$ cat src/rtl/alu_unit.sv
// alu_unit: 8-bit ALU stage feeding the accumulator's ALU input.
//   ADD/SUB/AND/OR/XOR/SHL (and NOP) complete in one cycle.
//   MUL is a WIDTH-iteration shift-add that raises busy until it completes.
//   done pulses for one cycle each time result/zero/carry are written.
// Build option: define ALU_DIV_EN to turn op=111 into an unsigned restoring
//   divide with the same timing as MUL. When it is left undefined, op=111 is
//   a one-cycle NOP (result = a), and neither the DIV state nor the divider
//   datapath is built.
module alu_unit #(
    parameter int WIDTH = 8
) (
    input  logic             clk,
    input  logic             reset,
    input  logic             start,
    input  logic [2:0]       op,
    input  logic [WIDTH-1:0] a,
    input  logic [WIDTH-1:0] b,
    output logic [WIDTH-1:0] result,
    output logic             done,
    output logic             busy,
    output logic             zero,
    output logic             carry
);

    localparam logic [2:0] OP_ADD = 3'b000;
    localparam logic [2:0] OP_SUB = 3'b001;
    localparam logic [2:0] OP_AND = 3'b010;
    localparam logic [2:0] OP_OR  = 3'b011;
    localparam logic [2:0] OP_XOR = 3'b100;
    localparam logic [2:0] OP_SHL = 3'b101;
    localparam logic [2:0] OP_MUL = 3'b110;
    localparam logic [2:0] OP_DIV = 3'b111;

    // The counter only has to reach WIDTH-1. The +1 keeps it at least
    // one bit wide even when WIDTH is 1.
    localparam int               CNT_W     = $clog2(WIDTH + 1);
    localparam logic [CNT_W-1:0] LAST_ITER = CNT_W'(WIDTH - 1);
    localparam logic [CNT_W-1:0] CNT_ONE   = CNT_W'(1);

`ifdef ALU_DIV_EN
    typedef enum logic [1:0] {
        S_IDLE = 2'd0,
        S_MUL  = 2'd1,
        S_DIV  = 2'd2
    } state_e;
`else
    typedef enum logic [1:0] {
        S_IDLE = 2'd0,
        S_MUL  = 2'd1
    } state_e;
`endif

    // Single-cycle operations. The result is returned as {carry, result}.
    function automatic logic [WIDTH:0] alu_single(
        input logic [2:0]       f_op,
        input logic [WIDTH-1:0] fa,
        input logic [WIDTH-1:0] fb
    );
        logic [WIDTH:0] r;
        r = '0;
        case (f_op)
            OP_ADD: r = {1'b0, fa} + {1'b0, fb};
            OP_SUB: r = {(fa < fb), fa - fb};
            OP_AND: r = {1'b0, fa & fb};
            OP_OR:  r = {1'b0, fa | fb};
            OP_XOR: r = {1'b0, fa ^ fb};
            OP_SHL: r = {fa, 1'b0};
`ifdef ALU_DIV_EN
            // Only divide-by-zero reaches this path. It saturates and flags.
            OP_DIV: r = {1'b1, {WIDTH{1'b1}}};
`else
            OP_DIV: r = {1'b0, fa};
`endif
            default: r = '0;
        endcase
        return r;
    endfunction

    // Control registers
    state_e                 state_q,  state_d;
    logic [CNT_W-1:0]       cnt_q,    cnt_d;
    logic                   done_q,   done_d;

    // Architectural outputs
    logic [WIDTH-1:0]       result_q, result_d;
    logic                   zero_q,   zero_d;
    logic                   carry_q,  carry_d;

    // Multiplier datapath: partial product, shifting multiplicand,
    // and a multiplier that is consumed one LSB at a time.
    logic [2*WIDTH-1:0]     acc_q,    acc_d;
    logic [2*WIDTH-1:0]     mcand_q,  mcand_d;
    logic [WIDTH-1:0]       mplier_q, mplier_d;
    logic [2*WIDTH-1:0]     mul_sum;

    logic [WIDTH:0]         single_res;
    logic                   start_multi;

    assign single_res = alu_single(op, a, b);
    assign mul_sum    = acc_q + (mplier_q[0] ? mcand_q : '0);

`ifdef ALU_DIV_EN
    // Restoring divider. The dividend shifts out of quo_q into the partial
    // remainder, and quotient bits shift in from the right.
    logic [WIDTH-1:0]       rem_q,    rem_d;
    logic [WIDTH-1:0]       quo_q,    quo_d;
    logic [WIDTH-1:0]       dvsr_q,   dvsr_d;
    logic [WIDTH:0]         div_sh;
    logic [WIDTH:0]         div_diff;
    logic                   div_ge;
    logic [WIDTH-1:0]       div_quo_next;

    assign div_sh       = {rem_q, quo_q[WIDTH-1]};
    assign div_diff     = div_sh - {1'b0, dvsr_q};
    // The partial remainder is always below the divisor, so bit WIDTH of
    // the difference is a reliable sign bit.
    assign div_ge       = ~div_diff[WIDTH];
    assign div_quo_next = {quo_q[WIDTH-2:0], div_ge};
    assign start_multi  = (op == OP_MUL) || ((op == OP_DIV) && (b != '0));
`else
    assign start_multi  = (op == OP_MUL);
`endif

    // Next-state logic: FSM transitions, iteration steps and result writes.
    always_comb begin
        state_d  = state_q;
        cnt_d    = cnt_q;
        done_d   = 1'b0;
        result_d = result_q;
        zero_d   = zero_q;
        carry_d  = carry_q;
        acc_d    = acc_q;
        mcand_d  = mcand_q;
        mplier_d = mplier_q;
`ifdef ALU_DIV_EN
        rem_d    = rem_q;
        quo_d    = quo_q;
        dvsr_d   = dvsr_q;
`endif

        case (state_q)
            S_IDLE: begin
                if (start) begin
                    if (start_multi) begin
                        // Latch the operands now. Later changes on a/b
                        // are ignored for the rest of the operation.
                        cnt_d = '0;
`ifdef ALU_DIV_EN
                        if (op == OP_DIV) begin
                            state_d = S_DIV;
                            rem_d   = '0;
                            quo_d   = a;
                            dvsr_d  = b;
                        end else begin
                            state_d  = S_MUL;
                            acc_d    = '0;
                            mcand_d  = {{WIDTH{1'b0}}, a};
                            mplier_d = b;
                        end
`else
                        state_d  = S_MUL;
                        acc_d    = '0;
                        mcand_d  = {{WIDTH{1'b0}}, a};
                        mplier_d = b;
`endif
                    end else begin
                        result_d = single_res[WIDTH-1:0];
                        carry_d  = single_res[WIDTH];
                        zero_d   = (single_res[WIDTH-1:0] == '0);
                        done_d   = 1'b1;
                    end
                end
            end

            S_MUL: begin
                acc_d    = mul_sum;
                mcand_d  = mcand_q << 1;
                mplier_d = mplier_q >> 1;
                cnt_d    = cnt_q + CNT_ONE;
                if (cnt_q == LAST_ITER) begin
                    // The last iteration's sum is the full product.
                    result_d = mul_sum[WIDTH-1:0];
                    carry_d  = |mul_sum[2*WIDTH-1:WIDTH];
                    zero_d   = (mul_sum[WIDTH-1:0] == '0);
                    done_d   = 1'b1;
                    cnt_d    = '0;
                    state_d  = S_IDLE;
                end
            end

`ifdef ALU_DIV_EN
            S_DIV: begin
                rem_d = div_ge ? div_diff[WIDTH-1:0] : div_sh[WIDTH-1:0];
                quo_d = div_quo_next;
                cnt_d = cnt_q + CNT_ONE;
                if (cnt_q == LAST_ITER) begin
                    result_d = div_quo_next;
                    carry_d  = 1'b0;
                    zero_d   = (div_quo_next == '0);
                    done_d   = 1'b1;
                    cnt_d    = '0;
                    state_d  = S_IDLE;
                end
            end
`endif

            default: begin
                state_d = S_IDLE;
                cnt_d   = '0;
            end
        endcase
    end

    // State and datapath registers. Asynchronous reset aborts any operation
    // in progress and clears every output.
    always_ff @(posedge clk or negedge reset) begin
        if (!reset) begin
            state_q  <= S_IDLE;
            cnt_q    <= '0;
            done_q   <= 1'b0;
            result_q <= '0;
            zero_q   <= 1'b0;
            carry_q  <= 1'b0;
            acc_q    <= '0;
            mcand_q  <= '0;
            mplier_q <= '0;
`ifdef ALU_DIV_EN
            rem_q    <= '0;
            quo_q    <= '0;
            dvsr_q   <= '0;
`endif
        end else begin
            state_q  <= state_d;
            cnt_q    <= cnt_d;
            done_q   <= done_d;
            result_q <= result_d;
            zero_q   <= zero_d;
            carry_q  <= carry_d;
            acc_q    <= acc_d;
            mcand_q  <= mcand_d;
            mplier_q <= mplier_d;
`ifdef ALU_DIV_EN
            rem_q    <= rem_d;
            quo_q    <= quo_d;
            dvsr_q   <= dvsr_d;
`endif
        end
    end

    assign result = result_q;
    assign done   = done_q;
    assign zero   = zero_q;
    assign carry  = carry_q;
    assign busy   = (state_q != S_IDLE);

endmodule
$ cat config.mk
export PLATFORM = sky130hd
export DESIGN_NAME = alu_unit
export DESIGN_NICKNAME = d
export VERILOG_FILES = /design/src/rtl/alu_unit.sv
export SDC_FILE = /design/constraint.sdc
export NUM_CORES = 1
export LEC_CHECK = 0
export CORE_UTILIZATION = 50
export CTS_BUF_LIST = sky130_fd_sc_hd__clkbuf_4
export DETAILED_ROUTE_END_ITERATION = 8
export PLACE_DENSITY_LB_ADDON = 0.3
export SLEW_MARGIN = 20
export SYNTH_ARGS = -nofsm -noshare
export SYNTH_HDL_FRONTEND = slang
export SYNTH_SLANG_ARGS = --single-unit
$ cat constraint.sdc
create_clock -name clk -period 3.7 [get_ports clk]
set_clock_uncertainty 0.2 [all_clocks]
set_input_delay 0.925 -clock clk [delete_from_list [all_inputs] [get_ports clk]]
set_output_delay 0.925 -clock clk [all_outputs]
set_load 0.1 [all_outputs]
After elaboration in Yosys (flattened, before gate mapping)
Cells that the tools add are included.
Widths: inputs -> output; s select.
{"block": "word_totals", "reg_bits": 57, "input_bits": 22, "out_inout_bits": 12}
{"block": "classes", "n_addsub": 4, "order_cmp": 1, "eq_ne": 13, "mux": 35, "bitwise": 3, "n_reduce_logical": 11}
{"operator": "$mux 16", "n": 5}
{"operator": "$pmux 16 s2", "n": 2}
{"operator": "$pmux 9 s7", "n": 1}
{"operator": "$mux 8", "n": 5}
{"operator": "$pmux 8 s2", "n": 2}
{"operator": "$add 16x16->16", "n": 1}
{"operator": "$logic_not 8->1", "n": 2}
{"operator": "$eq 3x3->1 const B", "n": 4}
{"operator": "$mux 4", "n": 3}
{"operator": "$add 8x8->9", "n": 1}
{"operator": "$mux 1", "n": 9}
{"operator": "$and 8x8->8", "n": 1}
{"operator": "$lt 8x8->1", "n": 1}
{"operator": "$ne 2x2->1 const B", "n": 4}
{"operator": "$or 8x8->8", "n": 1}
{"operator": "$pmux 4 s2", "n": 1}
{"operator": "$reduce_or 8->1", "n": 1}
{"operator": "$sub 8x8->8", "n": 1}
{"operator": "$xor 8x8->8", "n": 1}
{"operator": "$eq 3x2->1 const B", "n": 2}
{"operator": "$mux 2", "n": 3}
{"operator": "$pmux 1 s2", "n": 3}
{"operator": "$reduce_and 3->1", "n": 2}
{"operator": "$add 4x1->4 const B", "n": 1}
{"operator": "other kinds (9)", "n": 10}

Depth between registers and ports, before layout
Gate-level depths: netlist (run 1).
{"block": "logic_depth", "word_depth": 6, "mapped_depth": 11}

Least setup slack after synthesis (run 1)
Ideal clock, no wire load.
{"block": "synth_timing", "path_type": "input port to flip-flop", "start": "in a[2]", "end": "reg zero_q (netlist: zero)", "setup_time_ps": 65, "arrival_time_ps": 2959, "t_required_ps": 3435, "slack_ps": 476, "stages": 10, "path_buffers": 1, "cell_sequence": "inv_1 > ha_1 > buf_6 > and3_1 > a221o_1 > or2_0 > a221o_1 > a222oi_1 > and2_1 > a31o_1"}
{"block": "synth_via", "elab_chain_len": 6, "elab_cells_between_ends": 10, "cone_classes": "2 x add/sub; 4 x mux; 3 x bitwise; 1 x reduce/logical"}
{"element": "start: declaration", "line_no": "16", "text": "input logic [WIDTH-1:0] a,"}
{"element": "$sub 8x8->8, or another cell as far along", "line_no": "63", "text": "OP_SUB: r = {(fa < fb), fa - fb};"}
{"element": "$pmux 9 s7 *", "line_no": "61", "text": "case (f_op)"}
{"element": "$logic_not 8->1 *", "line_no": "169", "text": "zero_d = (single_res[WIDTH-1:0] == '0);"}
{"element": "$mux 1 *", "line_no": "144", "text": "if (start_multi) begin"}
{"element": "$mux 1 *", "line_no": "143", "text": "if (start) begin"}
{"element": "$pmux 1 s2 *", "line_no": "141", "text": "case (state_q)"}
{"element": "end signal: assignment", "line_no": "237", "text": "zero_q <= zero_d;"}
{"element": "end: declaration", "line_no": "86", "text": "logic zero_q, zero_d;"}
Every way passes the cells marked *; elsewhere a longest branch is shown, timed or not. The select of a mux whose other input is x is not followed.
A chain may end at the register's enable or synchronous reset.

Worst setup path after layout (run 1)
{"block": "layout_timing", "start": "in a[1]", "end": "reg zero_q (netlist: zero)"}
The elaborated chain is that of the path after synthesis.

==> flow_summary_export.csv, run 1 <==
group,metric,value,unit
status,status,"finished, final reports clean",
clock_network,cts.repair.resized,0,
finish,nets,638,
critical_path,crit-reg2reg-launch,"mplier_q[0]$_DFFE_PN0P_",
routing,drt-total-wl,11400,um
synth,synth_edf_count,0,
finish,drive_gt1_share,13.9,%
floorplanning,boundaryPins,34,
critical_path,critPathBufInv,3,
critical_path,worstPathCellList,"clkdlybuf4s50_1 -> inv_1 -> ha_1 -> a21o_1 -> a221o_1 -> or2_0 -> a221o_1 -> a222oi_1 -> buf_4 -> and2_1 -> a31o_1",
power_and_ir_drop,total_power,3.72,mW
place,pre_cts_ws,-0.271,ns
hold_path,holdPathStages,2,
sta,timing.fmax,280,MHz
synth,async_flop_share,100,%
place,portBuffers,33,
power_and_ir_drop,power_density,716,mW/mm^2
synth,synth-warning-count,0,
synth,syn_inst,507,
synth,synth_nets,572,
sta,period_share,96.4,%
synth,yosysSeqAreaShare,31.8,%
grt,grt_pass1_vias,3891,
routing,vias_per_cell,5.95,
floorplanning,die_h,95.9,um
routing,drc,0,
synth,ys_seq_elements,56,
critical_path,ff2ff_setup_slack,0.45,ns
hold_path,min_to,"result[1]$_DFFE_PN0P_",
sta,drv_slew,0,
floorplanning,start_util,52.6,%
sta,finalSetupViolations,0,
grt,grt-ovfl-total,0,
routing,via_count,4038,
finish,multi_input_area,0.00279,sq mm
critical_path,cp_max_fo,3,
finish,area_growth,17.9,%
synth,synth.distinct_cells,64,
sta,worst_slack,0.132,ns
clock_network,path_clk_slew,0.17,ns
clock_network,clk-insertion-delay-late,0.38,ns
sta,finalCriticalPeriod,3.57,ns
critical_path,r2r-end,"zero$_DFFE_PN0P_",
critical_path,start_kind,"input port",
clock_network,cts.sinks,56,
flow_run,max-cap-violations,0,
sta,timing.hold.ws,0.298,ns
sta,hold_violations,0,
synth,syn_avg_cell_area,8.69,sq um
floorplanning,fp.dieW,95.9,um
routing,drt-met1-wl,5320,um
synth,syn_area,0.00441,sq mm
floorplanning,dieArea,0.00919,sq mm
critical_path,crit_top_cell,"a221o_1",
power_and_ir_drop,max-vdd-ir-drop,392,uV
critical_path,worst_r2r_path_depth,10,
finish,antenna_cells,0,
clock_network,clockBufferDepth,2,
finish,final_cell_mix,"nand2_1 (63), buf_4 (63), dfrtp_1 (55)",
place,place_area,0.00514,sq mm
clock_network,cts-root-buf,"clkbuf_4",
hold_path,min_from,"result[1]$_DFFE_PN0P_",
place,dpl.hpwl,9000,um
sta,worst_pin_slew,0.589,ns
routing,top_layer,"met4",
power_and_ir_drop,p_leak,2.52,nW
finish,fin_util,62.0,%
critical_path,worstPathRequired,3.83,ns
floorplanning,rows,33,
place,dp_cells,671,
clock_network,htreeDepth,2,
clock_network,cts_hold_buf,0,
critical_path,cp_slowest_stage_delay,0.48,ns
synth,synth_top_flop_cell,"dfrtp_1",
clock_network,cts_inserted_buffers,5,
sta,slew_headroom,60.7,%
grt,antenna_found_initial,0,
routing,antenna_left,0,
grt,globalRouteTotalUtil,27.1,%
sta,fin_tns_setup,0,ns
clock_network,cts_tree,"built",
routing,first_pass_iters,5,
critical_path,crit_family,"compound AO/OA/AOI/OAI gates",
critical_path,critPathArrivalTime,3.70,ns
finish,stdcell_count,679,
critical_path,slowest_stage,"clkdlybuf4s50_1",
hold_path,hp-class,"flop to flop",
clock_network,cts_setup_buffers,0,
critical_path,crit_type,"input port to flop",
place,place_congestion,0.997,
finish,final_area,0.00519,sq mm
sta,rsz0062_at_grt,"false",
finish,fill_cells,734,
routing,drtIter0Drc,248,
routing,wl_per_cell,16.8,um
floorplanning,coreArea,0.00838,sq mm
critical_path,worstSetupEndpointType,"flop",
grt,grt_pass1_wl,19200,um
routing,route.met2.wl,5420,um
grt,grt_max_degree,51,
finish,seq_area,0.00140,sq mm
routing,met3_length,611,um
-- metal layers --
metal	vias to the layer above	global-route usage [%]
met5	-	0
met4	0	6.22
met3	9	4.11
met2	123	45.1
met1	1930	37.1
li1	1976	-
-- cells by family (layout without fill, tap and decap cells) --
logic type               Yosys count  in the layout  share of synthesized area, %
XOR/XNOR                          14             14                          2.78
adder cells (fa/ha/maj)           43             43                          12.7
AO/OA/AOI/OAI                    164            164                          26.0
AND/OR/NAND/NOR                  152            152                          17.0
buffers and inverters             58            125                          5.20
multiplexers                      20             20                          4.60
flip-flops                        56             56                          31.8
-- synthesized netlist by cell type, types with 3 or more instances --
| cell type | instances | area, sq um |
|---|---|---|
| mux2i_1 | 18 | 180 |
| a32oi_1 | 3 | 26.3 |
| nor3_1 | 8 | 40.0 |
| nand4_1 | 3 | 18.8 |
| and2_1 | 19 | 119 |
| ha_1 | 40 | 500 |
| inv_1 | 32 | 120 |
| o21a_1 | 7 | 52.6 |
| buf_1 | 4 | 15.0 |
| o211ai_1 | 7 | 52.6 |
| nand3_1 | 6 | 30.0 |
| buf_2 | 3 | 15.0 |
| a22o_1 | 20 | 175 |
| a31oi_1 | 7 | 43.8 |
| a211oi_1 | 3 | 22.5 |
| dfrtp_1 | 56 | 1400 |
| nand2b_1 | 6 | 37.5 |
| o22ai_1 | 4 | 25.0 |
| a221oi_1 | 4 | 35.0 |
| and3_1 | 7 | 43.8 |
| fa_1 | 3 | 60.1 |
| a22oi_1 | 7 | 52.6 |
| xnor2_1 | 9 | 78.8 |
| xor2_1 | 5 | 43.8 |
| nor2b_1 | 6 | 37.5 |
| or3_1 | 3 | 18.8 |
| a21o_1 | 6 | 45.0 |
| clkbuf_1 | 17 | 63.8 |
| nor4_1 | 3 | 18.8 |
| a21oi_1 | 21 | 105 |
| nor2_1 | 17 | 63.8 |
| a221o_1 | 3 | 30.0 |
| o31ai_1 | 7 | 52.6 |
| o21ai_0 | 40 | 200 |
| nand2_1 | 63 | 236 |
-- area by class of cell --
type / count / area share [%]
inverter: 33 / 2.38
clock buffer: 6 / 0.867
timing repair buffer: 84 / 13.3
tap: 105 / 2.53
multi-input combinational: 393 / 53.7
sequential: 56 / 27.0
clock inverter: 2 / 0.217
-- worst register-to-register path, delay by kind of cell (launching register included) --
kind                       cells  cell delay (ns)
and+or+nand+nor                3             1.09
adders and majority gates      2             0.65
xor gates and xnor gates       1             0.10
DFF                            1             0.49
AOI/OAI and AO/OA              4             0.69
-- registers in the layout, summed over array words and instances (netlist names) --
| signal | flops |
|---|---|
| mplier_q | 8 |
| acc_q | 16 |
| done | 1 |
| cnt_q | 4 |
| state_q | 1 |
| mcand_q | 16 |
| result | 8 |
| carry | 1 |
| zero | 1 |
-- power breakdown --
part / switching, mW / internal, mW / total, mW
Combinational: 1.48 / 0.863 / 2.35
Clock: 0.197 / 0.0803 / 0.277
Sequential: 0.205 / 0.894 / 1.10
Total: 1.88 / 1.84 / 3.72
-- worst max-delay path by stage --
stage / startpoint / endpoint / slack [ns] / depth (start not counted)
after global placement: a[1] / zero$_DFFE_PN0P_ / -0.25 / 11
after global routing: b[2] / zero$_DFFE_PN0P_ / 0.01 / 11
final: a[1] / zero$_DFFE_PN0P_ / 0.13 / 11
after detailed placement: a[1] / zero$_DFFE_PN0P_ / -0.27 / 11
after CTS: a[1] / zero$_DFFE_PN0P_ / 0.14 / 11
after floorplan: a[2] / zero$_DFFE_PN0P_ / 0.48 / 10
(Power assumes the default switching activity.)
==> run 2: changes to the inputs <==
RECOVER_POWER = 100   (was unset)
==> flow_summary_export.csv, run 2 (synthesis gave the netlist of run 1 again) <==
group,metric,value,unit
sta,worst_slack,0.0843,ns
grt,antenna_found_initial,0,
grt,grt_pass1_wl,19200,um
finish,final_cell_mix,"nand2_1 (63), dfrtp_1 (55), buf_4 (49)",
grt,grt_pass1_vias,3891,
floorplanning,boundaryPins,34,
critical_path,crit_family,"compound AO/OA/AOI/OAI gates",
floorplanning,rows,33,
critical_path,crit_type,"input port to flop",
routing,first_pass_iters,5,
power_and_ir_drop,p_leak,2.46,nW
power_and_ir_drop,power_density,713,mW/mm^2
routing,via_count,4079,
clock_network,path_clk_slew,0.17,ns
routing,wl_per_cell,16.9,um
critical_path,critPathArrivalTime,3.75,ns
floorplanning,coreArea,0.00838,sq mm
clock_network,cts_tree,"built",
finish,nets,638,
hold_path,min_to,"result[1]$_DFFE_PN0P_",
hold_path,hp-class,"flop to flop",
critical_path,worstSetupEndpointType,"flop",
critical_path,r2r-end,"mplier_q[4]$_DFFE_PN0P_",
grt,grt_max_degree,51,
finish,final_area,0.00512,sq mm
finish,final_common_cell,"nand2_1",
clock_network,cts_setup_buffers,0,
place,portBuffers,33,
hold_path,min_from,"result[1]$_DFFE_PN0P_",
sta,drv_slew,49,
grt,grt-ovfl-total,0,
power_and_ir_drop,total_power,3.65,mW
sta,finalCriticalPeriod,3.62,ns
sta,finalSetupViolations,0,
critical_path,worstPathCellList,"clkdlybuf4s50_1 -> inv_1 -> ha_1 -> a21o_1 -> a221o_1 -> or2_0 -> a221o_1 -> a222oi_1 -> buf_4 -> and2_1 -> a31o_1",
status,status,"finished with violations",
clock_network,cts_hold_buf,0,
place,dpl.hpwl,9000,um
critical_path,crit-reg2reg-launch,"state_q[0]$_DFFE_PN0P_",
clock_network,htreeDepth,2,
critical_path,worst-path-stages,11,
floorplanning,fp.dieW,95.9,um
sta,rsz0062_at_grt,"false",
critical_path,worstPathRequired,3.83,ns
finish,drive_gt1_share,11.5,%
clock_network,cts-root-buf,"clkbuf_4",
place,place_area,0.00514,sq mm
clock_network,clockBufferDepth,2,
sta,timing.fmax,277,MHz
grt,globalRouteTotalUtil,27.1,%
clock_network,cts.sinks,56,
place,pre_cts_ws,-0.271,ns
place,place_congestion,0.997,
flow_run,max-cap-violations,1,
critical_path,worst_r2r_path_depth,4,
floorplanning,dieArea,0.00919,sq mm
clock_network,clk-insertion-delay-late,0.37,ns
hold_path,holdPathStages,2,
clock_network,cts_inserted_buffers,5,
clock_network,cts.repair.resized,0,
sta,slew_headroom,-63.3,%
critical_path,critPathBufInv,3,
critical_path,ff2ff_setup_slack,0.42,ns
critical_path,slowest_stage,"clkdlybuf4s50_1",
status,violations,"capacitance limit, slew limit",
routing,vias_per_cell,6.01,
finish,largestRegisters,"acc_q x16, mcand_q x16",
routing,drtIter0Drc,207,
power_and_ir_drop,max-vdd-ir-drop,373,uV
routing,drc,0,
sta,worst_pin_slew,2.45,ns
critical_path,cp_max_fo,3,
critical_path,crit_top_cell,"a221o_1",
sta,timing.hold.ws,0.294,ns
finish,antenna_cells,0,
critical_path,start_kind,"input port",
critical_path,cp_slowest_stage_delay,0.48,ns
sta,fin_tns_setup,0,ns
floorplanning,start_util,52.6,%
finish,area_growth,16.2,%
routing,antenna_left,0,
sta,period_share,97.7,%
sta,hold_violations,0,
finish,fill_cells,764,
floorplanning,die_h,95.9,um
routing,drt-total-wl,11500,um
==> run 2: layout make-up <==
class	count	area [sq um]	share of cell area, %
clock buffers	6	45.0	0.880
repair buffers	84	629	12.3
flip-flops and latches	56	1400	27.4
well taps	105	131	2.57
inverters	33	124	2.42
multi-input cells	393	2780	54.2
clock inverters	2	11.3	0.220
==> run 2: layer usage <==
metal	part of all wire (%)	up-vias	track usage (%)	wire length, um
met5	0	-	0	0
met4	1.1	0	6.22	131
met3	5.2	14	4.11	600
met2	47	128	45.1	5370
met1	47	1954	37.1	5370
li1	-	1983	-	-
==> run 2: worst max path at each step <==
stage | from | to
2_1_floorplan | a[2] | zero$_DFFE_PN0P_
3_3_place_gp | a[1] | zero$_DFFE_PN0P_
3_5_place_dp | a[1] | zero$_DFFE_PN0P_
4_1_cts | a[1] | zero$_DFFE_PN0P_
5_1_grt | b[2] | zero$_DFFE_PN0P_
6_report | a[1] | zero$_DFFE_PN0P_
==> run 2: worst register-to-register path, cell delays in order (launching register included) <==
cell,delay (ns)
dfrtp_2,0.52
clkbuf_2,0.64
a21oi_1,0.92
clkbuf_4,0.64
o21ai_0,0.23
==> run 2: power by group <==
part | total, mW | internal [mW] | switching [mW]
combinational | 2.28 | 0.800 | 1.48
clock | 0.275 | 0.0803 | 0.194
sequential | 1.10 | 0.894 | 0.205
total | 3.65 | 1.77 | 1.88
==> run 2: metrics by stage <==
step | util [%] | std cells
after floorplan | - | 507
after global placement | 61.3 | 671
after detailed placement | 61.3 | 671
after CTS | 61.9 | 679
after global routing | 61.1 | 679
final | 61.1 | 679
